`config.mk`:
```
export PLATFORM = sky130hd
export DESIGN_NAME = reg_file_bank_flat
export DESIGN_NICKNAME = d
export VERILOG_FILES = /design/src/rtl/reg_file_bank_if.sv /design/src/rtl/reg_file_bank.sv /design/src/flat_wrapper.sv
export SDC_FILE = /design/constraint.sdc
export NUM_CORES = 1
export LEC_CHECK = 0
export CORE_MARGIN = 5
export CORE_UTILIZATION = 53
export CTS_CLUSTER_SIZE = 10
export DETAILED_ROUTE_END_ITERATION = 6
export GPL_TIMING_DRIVEN = 1
export PLACE_DENSITY = 0.75
export SYNTH_ARGS = -nofsm -noshare
export SYNTH_HDL_FRONTEND = slang
export SYNTH_SLANG_ARGS = --single-unit
```
`constraint.sdc`:
```
create_clock -name clk -period 2.9 [get_ports clk]
set_input_delay 0.58 -clock clk [delete_from_list [all_inputs] [get_ports clk]]
set_output_delay 0.58 -clock clk [all_outputs]
set_load 0.05 [all_outputs]
```
`src/rtl/reg_file_bank_if.sv`:
```
// Bus bundle between the decode/control stage and the register file bank.
// The master drives addresses, write data and clear; the bank returns operands and status.
interface reg_file_bank_if #(
  parameter int DW = 8,
  parameter int AW = 3
);
  localparam int DEPTH = 1 << AW;

  logic             wr_en;
  logic [AW-1:0]    wr_addr;
  logic [DW-1:0]    dat_in;
  logic [AW-1:0]    rd_addrA;
  logic [AW-1:0]    rd_addrB;
  logic             clr_req;
  logic [DW-1:0]    datA_out;
  logic [DW-1:0]    datB_out;
  logic             wr_ack;
  logic             busy;
  logic [DEPTH-1:0] dirty;

  modport master (
    output wr_en, wr_addr, dat_in, rd_addrA, rd_addrB, clr_req,
    input  datA_out, datB_out, wr_ack, busy, dirty
  );

  modport slave (
    input  wr_en, wr_addr, dat_in, rd_addrA, rd_addrB, clr_req,
    output datA_out, datB_out, wr_ack, busy, dirty
  );
endinterface

```
`src/rtl/reg_file_bank.sv`:
```
// Parametrised register file: 2 combinational read ports, 1 write port,
// per-entry dirty flags and a one-entry-per-cycle hardware clear sweep.
module rfb_entry #(
  parameter int DW = 8
) (
  input  logic          clk,
  input  logic          rst_n,
  input  logic          we_i,
  input  logic          clr_i,
  input  logic [DW-1:0] d_i,
  output logic [DW-1:0] q_o,
  output logic          dirty_o
);
  logic [DW-1:0] data_q;
  logic          dirty_q;

  // Clear and write are never both asserted: writes are refused while sweeping.
  always_ff @(posedge clk or negedge rst_n) begin
    if (!rst_n) begin
      data_q  <= '0;
      dirty_q <= 1'b0;
    end else if (clr_i) begin
      data_q  <= '0;
      dirty_q <= 1'b0;
    end else if (we_i) begin
      data_q  <= d_i;
      dirty_q <= 1'b1;
    end
  end

  assign q_o     = data_q;
  assign dirty_o = dirty_q;
endmodule

module reg_file_bank #(
  parameter int DW      = 8,
  parameter int AW      = 3,
  parameter int ZERO_R0 = 0,
  parameter int BYPASS  = 1
) (
  input  logic            clk,
  input  logic            rst_n,
  reg_file_bank_if.slave  bus
);
  localparam int DEPTH = 1 << AW;

  typedef enum logic {IDLE, SWEEP} state_t;

  state_t                     state_q;
  logic [AW-1:0]              ptr_q;
  logic                       busy_q;
  logic [DEPTH-1:0][DW-1:0]   core;
  logic [DEPTH-1:0]           dirty;
  logic                       wr_ack;
  logic                       zero_a, zero_b, byp_a, byp_b;

  assign wr_ack = bus.wr_en & ~busy_q &
                  ~((ZERO_R0 != 0) && (bus.wr_addr == '0));

  always_ff @(posedge clk or negedge rst_n) begin
    if (!rst_n) begin
      state_q <= IDLE;
      ptr_q   <= '0;
      busy_q  <= 1'b0;
    end else begin
      case (state_q)
        IDLE: begin
          if (bus.clr_req) begin
            state_q <= SWEEP;
            busy_q  <= 1'b1;
            ptr_q   <= '0;
          end
        end
        SWEEP: begin
          // ptr wraps to 0 on the same edge the sweep finishes
          ptr_q <= ptr_q + 1'b1;
          if (ptr_q == AW'(DEPTH - 1)) begin
            state_q <= IDLE;
            busy_q  <= 1'b0;
          end
        end
        default: begin
          state_q <= IDLE;
          busy_q  <= 1'b0;
        end
      endcase
    end
  end

  for (genvar i = 0; i < DEPTH; i++) begin : g_ent
    rfb_entry #(.DW(DW)) u_ent (
      .clk     (clk),
      .rst_n   (rst_n),
      .we_i    (wr_ack && (bus.wr_addr == AW'(i))),
      .clr_i   (busy_q && (ptr_q == AW'(i))),
      .d_i     (bus.dat_in),
      .q_o     (core[i]),
      .dirty_o (dirty[i])
    );
  end

  assign zero_a = (ZERO_R0 != 0) && (bus.rd_addrA == '0);
  assign zero_b = (ZERO_R0 != 0) && (bus.rd_addrB == '0);
  assign byp_a  = (BYPASS != 0) && wr_ack && (bus.wr_addr == bus.rd_addrA);
  assign byp_b  = (BYPASS != 0) && wr_ack && (bus.wr_addr == bus.rd_addrB);

  assign bus.datA_out = zero_a ? '0 : byp_a ? bus.dat_in : core[bus.rd_addrA];
  assign bus.datB_out = zero_b ? '0 : byp_b ? bus.dat_in : core[bus.rd_addrB];
  assign bus.wr_ack   = wr_ack;
  assign bus.busy     = busy_q;
  assign bus.dirty    = dirty;
endmodule
```
`src/flat_wrapper.sv`:
```
// flat-port wrapper written by rule: the top's interface ports become plain ports
module reg_file_bank_flat 
#(
  parameter int DW      = 8,
  parameter int AW      = 3,
  parameter int ZERO_R0 = 0,
  parameter int BYPASS  = 1
)
  (clk, rst_n, bus_wr_en, bus_wr_addr, bus_dat_in, bus_rd_addrA, bus_rd_addrB, bus_clr_req, bus_datA_out, bus_datB_out, bus_wr_ack, bus_busy, bus_dirty);
  reg_file_bank_if #(.DW(DW), .AW(AW)) bus_i ();
  input  logic clk;
  input  logic rst_n;
  input wire logic [$bits(bus_i.wr_en)-1:0] bus_wr_en;
  input wire logic [$bits(bus_i.wr_addr)-1:0] bus_wr_addr;
  input wire logic [$bits(bus_i.dat_in)-1:0] bus_dat_in;
  input wire logic [$bits(bus_i.rd_addrA)-1:0] bus_rd_addrA;
  input wire logic [$bits(bus_i.rd_addrB)-1:0] bus_rd_addrB;
  input wire logic [$bits(bus_i.clr_req)-1:0] bus_clr_req;
  output wire logic [$bits(bus_i.datA_out)-1:0] bus_datA_out;
  output wire logic [$bits(bus_i.datB_out)-1:0] bus_datB_out;
  output wire logic [$bits(bus_i.wr_ack)-1:0] bus_wr_ack;
  output wire logic [$bits(bus_i.busy)-1:0] bus_busy;
  output wire logic [$bits(bus_i.dirty)-1:0] bus_dirty;
  assign bus_i.wr_en = bus_wr_en;
  assign bus_i.wr_addr = bus_wr_addr;
  assign bus_i.dat_in = bus_dat_in;
  assign bus_i.rd_addrA = bus_rd_addrA;
  assign bus_i.rd_addrB = bus_rd_addrB;
  assign bus_i.clr_req = bus_clr_req;
  assign bus_datA_out = bus_i.datA_out;
  assign bus_datB_out = bus_i.datB_out;
  assign bus_wr_ack = bus_i.wr_ack;
  assign bus_busy = bus_i.busy;
  assign bus_dirty = bus_i.dirty;
  reg_file_bank #(.DW(DW), .AW(AW), .ZERO_R0(ZERO_R0), .BYPASS(BYPASS)) u_core (.clk(clk), .rst_n(rst_n), .bus(bus_i));
endmodule
```
==> run summary <==
The total design power came out at 5.55 mW. The analysis attributes to net switching a power of 2.27 mW. In the layout the commonest cells are dfrtp_1, mux2i_1, nand2_1. Summed over all instances, the cell type with the most area after synthesis is dfrtp_1. The number of global-route vias before repair came out at 3,683. The maximum level of the CTS H-tree came out at 3.

By startpoint and endpoint, the worst setup path is classified as input pin to output port. STA classifies the critical path startpoint as an input pin. After clock tree synthesis, the clock-pin slew on the worst setup and hold paths is 80 ps. The dominant delay contributor by cell family on the critical path is multiplexers. In this run the clock root is driven by a clkbuf_8. The die span in y came out at ~100 µm.

The global-route wire length before repair came out at 20,700 µm. In this run, synthesis produced a sequential element count of slightly below 80. The final wirelength is between 10,000 and 15,000 µm.

After detailed routing, the number of vias per cell comes to 6.44. The final route contains between 3,000 and 4,000 vias. The peak ir drop on the vdd network came out at 0.517 mV. At the worst endpoint, the arrival time is 2260 ps. After floorplanning, the core was sized to cover 8680 µm².

The final cycle utilization of the critical path came out at 0.978. The tightest slew margin relative to the limit came out at 0.351. The busiest layer in global routing is met2. Counting both buffers and inverters, the worst setup path holds a total of 3. Dividing total power by cell area gives a power density of roughly 950 nW/µm².

The clock share of power came out at 0.159. The max-capacitance violation count came out at 0. The total number of nets in the final design came out at 477.

Input and output buffers added on the ports amount to 46. Setup violations remaining at the end of the flow were counted as 0. TritonCTS built the clock tree. The number of buffers inserted for hold repair after clock tree synthesis is 0. The delay of the slowest cell on the worst path is around 560 ps.

The switching share of power is 0.409. The worst-case clock skew came out at 8.06 ps. The slowest stage of the critical path belongs to the cell mux4_1. The number of max-slew violations in the final report is 0.

The synthesized netlist cell count is between 300 and 400. The run finished with clean final reports. The internal power of the cells is around 3.3 mW. The maximum number of pins on one net before global-route repair came out at 78. The clock insertion delay at the later pin of the skew report is around 360 ps. The number of distinct library cell variants in the gate-level netlist after synthesis is 37. The final weighted congestion in routability-driven placement is 0.849. The number of flops mapped to enable cells by yosys came out at 0. The maximum fanout count along the critical path came out at 5. The total die area came out at 10,800 µm². The min-delay analysis places its worst path in the category input pin to async pin. The flip-flop cell with the highest count after synthesis is dfrtp_1. The fraction of synthesis flops using an asynchronous set or reset pin is 1.00.

The wire-length estimate of the detail-placed layout is 8820 µm. The area overhead of the layout relative to synthesis came out at 24.4%. The netlist area before placement is 4680 µm².

For met2 alone, demand over resource in global routing was 0.407. The leftover overflow at the end of global routing is 0. Across every metal layer, demand over resource in global routing totals 0.244. The clock passes through at most 2 buffers. The top achievable clock speed came out at 0.353 GHz.

The remaining design rule violation count is 0. The top-level port count is 47. The part of the Yosys area used for sequential elements is 0.412. After the first detailed-routing iteration, the DRC count stood at 260.

The number of hold-slack violations in the final timing report came out at 0. The repair_antennas step left the layout with diodes totalling 0. The share of the synthesized area in the top cell type is 0.412. Traced cell by cell, the critical path runs through clkdlybuf4s15_1, bufbuf_16, mux4_1, mux2i_1, mux2i_2, buf_12. The initial core utilization is 0.539.

The count of synthesis-stage warnings from yosys is 0. The worst setup path is captured at an output port. The number of nets in the synthesized netlist is 415. The slew at the pin with the worst max-slew slack came out at around 970 ps. The library cell used most frequently in the layout, excluding fill and tap cells, is dfrtp_1. The number of placement rows is 34.

The total number of clock tree sinks is 77. The initial antenna violation count came to 0. The static power due to leakage came out at 2.99 nW. Dividing the detail-routed wire length by the instance count gives 23.1 µm. The required time reported for the critical path endpoint came out at 2320 ps. Ranked by total cell area, the synthesized netlist is headed by dfrtp_1, mux4_1, mux2i_1, nand2_1, nand3_1.

The minimum clock period after layout came out at around 2800 ps. The number of iterations in the first detailed-routing pass is 5. The residual antenna-violating net count after detailed routing is 0. For met1 alone, demand over resource in global routing was 0.312.

Of the total power, combinational logic draws 0.487. The share of total power dissipated in sequential elements is 0.354. The slack of the critical path came out at 64.8 ps. The fraction of layout cells with a size suffix above 1 came out at 0.181. The width of the die came out at 104 µm. Setup repair after global routing left no endpoint under its margin. The met3 track demand over resource came out at 0.0515. The total clock buffers created by CTS is 9.

The worst setup timing slack at the placement stage came out at -104 ps. The synthesized area per cell came out at 12.1 µm².
worst reg2reg max path, cell delays in order (launching register included):
cell and delay, ps:
dfrtp_1 410, buf_4 200, and3b_1 460, nand2_2 320, a21boi_0 280
cells by family after synthesis:
kind of cell,Yosys count,share of synthesized area
muxes,112,0.350
DFF,77,0.412
and+or+nand+nor,109,0.110
adders and majority gates,6,0.0160
AOI/OAI and AO/OA,31,0.0398
buffers and inverters,47,0.0612
xor gates and xnor gates,6,0.0112
state kept, by name, summed over array words and instances, names as in the netlist:
signal / cells
u_core.g_ent.u_ent.dirty_o: 8
u_core.state_q: 1
u_core.bus.busy: 1
u_core.ptr_q: 3
u_core.g_ent.u_ent.q_o: 64
cell usage after synthesis (6+ instances only):
library cell  count
buf_2            12
buf_4            10
ha_1              6
nand3_1          19
mux4_1           31
inv_1            17
nand2_1          66
mux2i_1          79
o21ai_0          17
xnor2_1           6
dfrtp_1          77
power groups by stage:
stage               Combinational, mW  Clock, mW  Sequential (mW)
floorplan                        1.77          0             1.80
global placement                 2.58          0             1.92
detailed placement               2.65          0             1.96
CTS                              2.68      0.894             1.94
global route                     2.89      0.941             2.01
finish                           2.70      0.883             1.97
routing by layer:
metal	wire (µm)	part of all wire
met1	4870	0.38
met2	6510	0.50
met3	1070	0.082
met4	531	0.041
met5	0	0
path summary, 6_finish.rpt:
kind	to	from	slack (ps)	cells after the start
max	bus_datA_out[0]	bus_rd_addrA[0]	60	6
min	u_core.g_ent[2].u_ent.q_o[3]$_DFFE_PN0P_	rst_n	360	1
max reg2reg	u_core.g_ent[1].u_ent.dirty_o$_DFFE_PN0P_	u_core.bus.busy$_DFFE_PN0P_	1140	4
min reg2reg	u_core.g_ent[5].u_ent.dirty_o$_DFFE_PN0P_	u_core.g_ent[5].u_ent.dirty_o$_DFFE_PN0P_	490	1
max in group asynchronous	u_core.g_ent[4].u_ent.q_o[2]$_DFFE_PN0P_	rst_n	1890	1
min in group clk	u_core.g_ent[5].u_ent.dirty_o$_DFFE_PN0P_	u_core.g_ent[5].u_ent.dirty_o$_DFFE_PN0P_	490	1
timing repair:
item	4_1_cts	5_1_grt
buffers inserted	5	0
gates cloned	2	0
setup endpoints to repair	10	8
resized for setup	2	7
cell type report:
| type | instances | area (µm²) |
|---|---|---|
| fill | 638 | 2860 |
| timing repair buffer | 81 | 992 |
| clock buffer | 9 | 124 |
| inverter | 17 | 63.8 |
| multi-input combinational | 264 | 2490 |
| clock inverter | 6 | 88.8 |
| sequential | 77 | 1930 |
| tap | 108 | 135 |
per-stage QoR:
stage | utilization | area (µm²) | instances | hold WS, ps | setup TNS (ps)
6_report | 0.671 | 5820 | 562 | 362 | 0
3_5_place_dp | 0.631 | 5470 | 540 | 478 | -419
5_1_grt | 0.671 | 5820 | 562 | 467 | 0
3_3_place_gp | 0.631 | 5470 | 540 | 461 | -261
4_1_cts | 0.668 | 5800 | 562 | 417 | 0
2_1_floorplan | - | 4680 | 388 | 284 | -2130
Note: power is estimated with default switching activity, not from simulation.
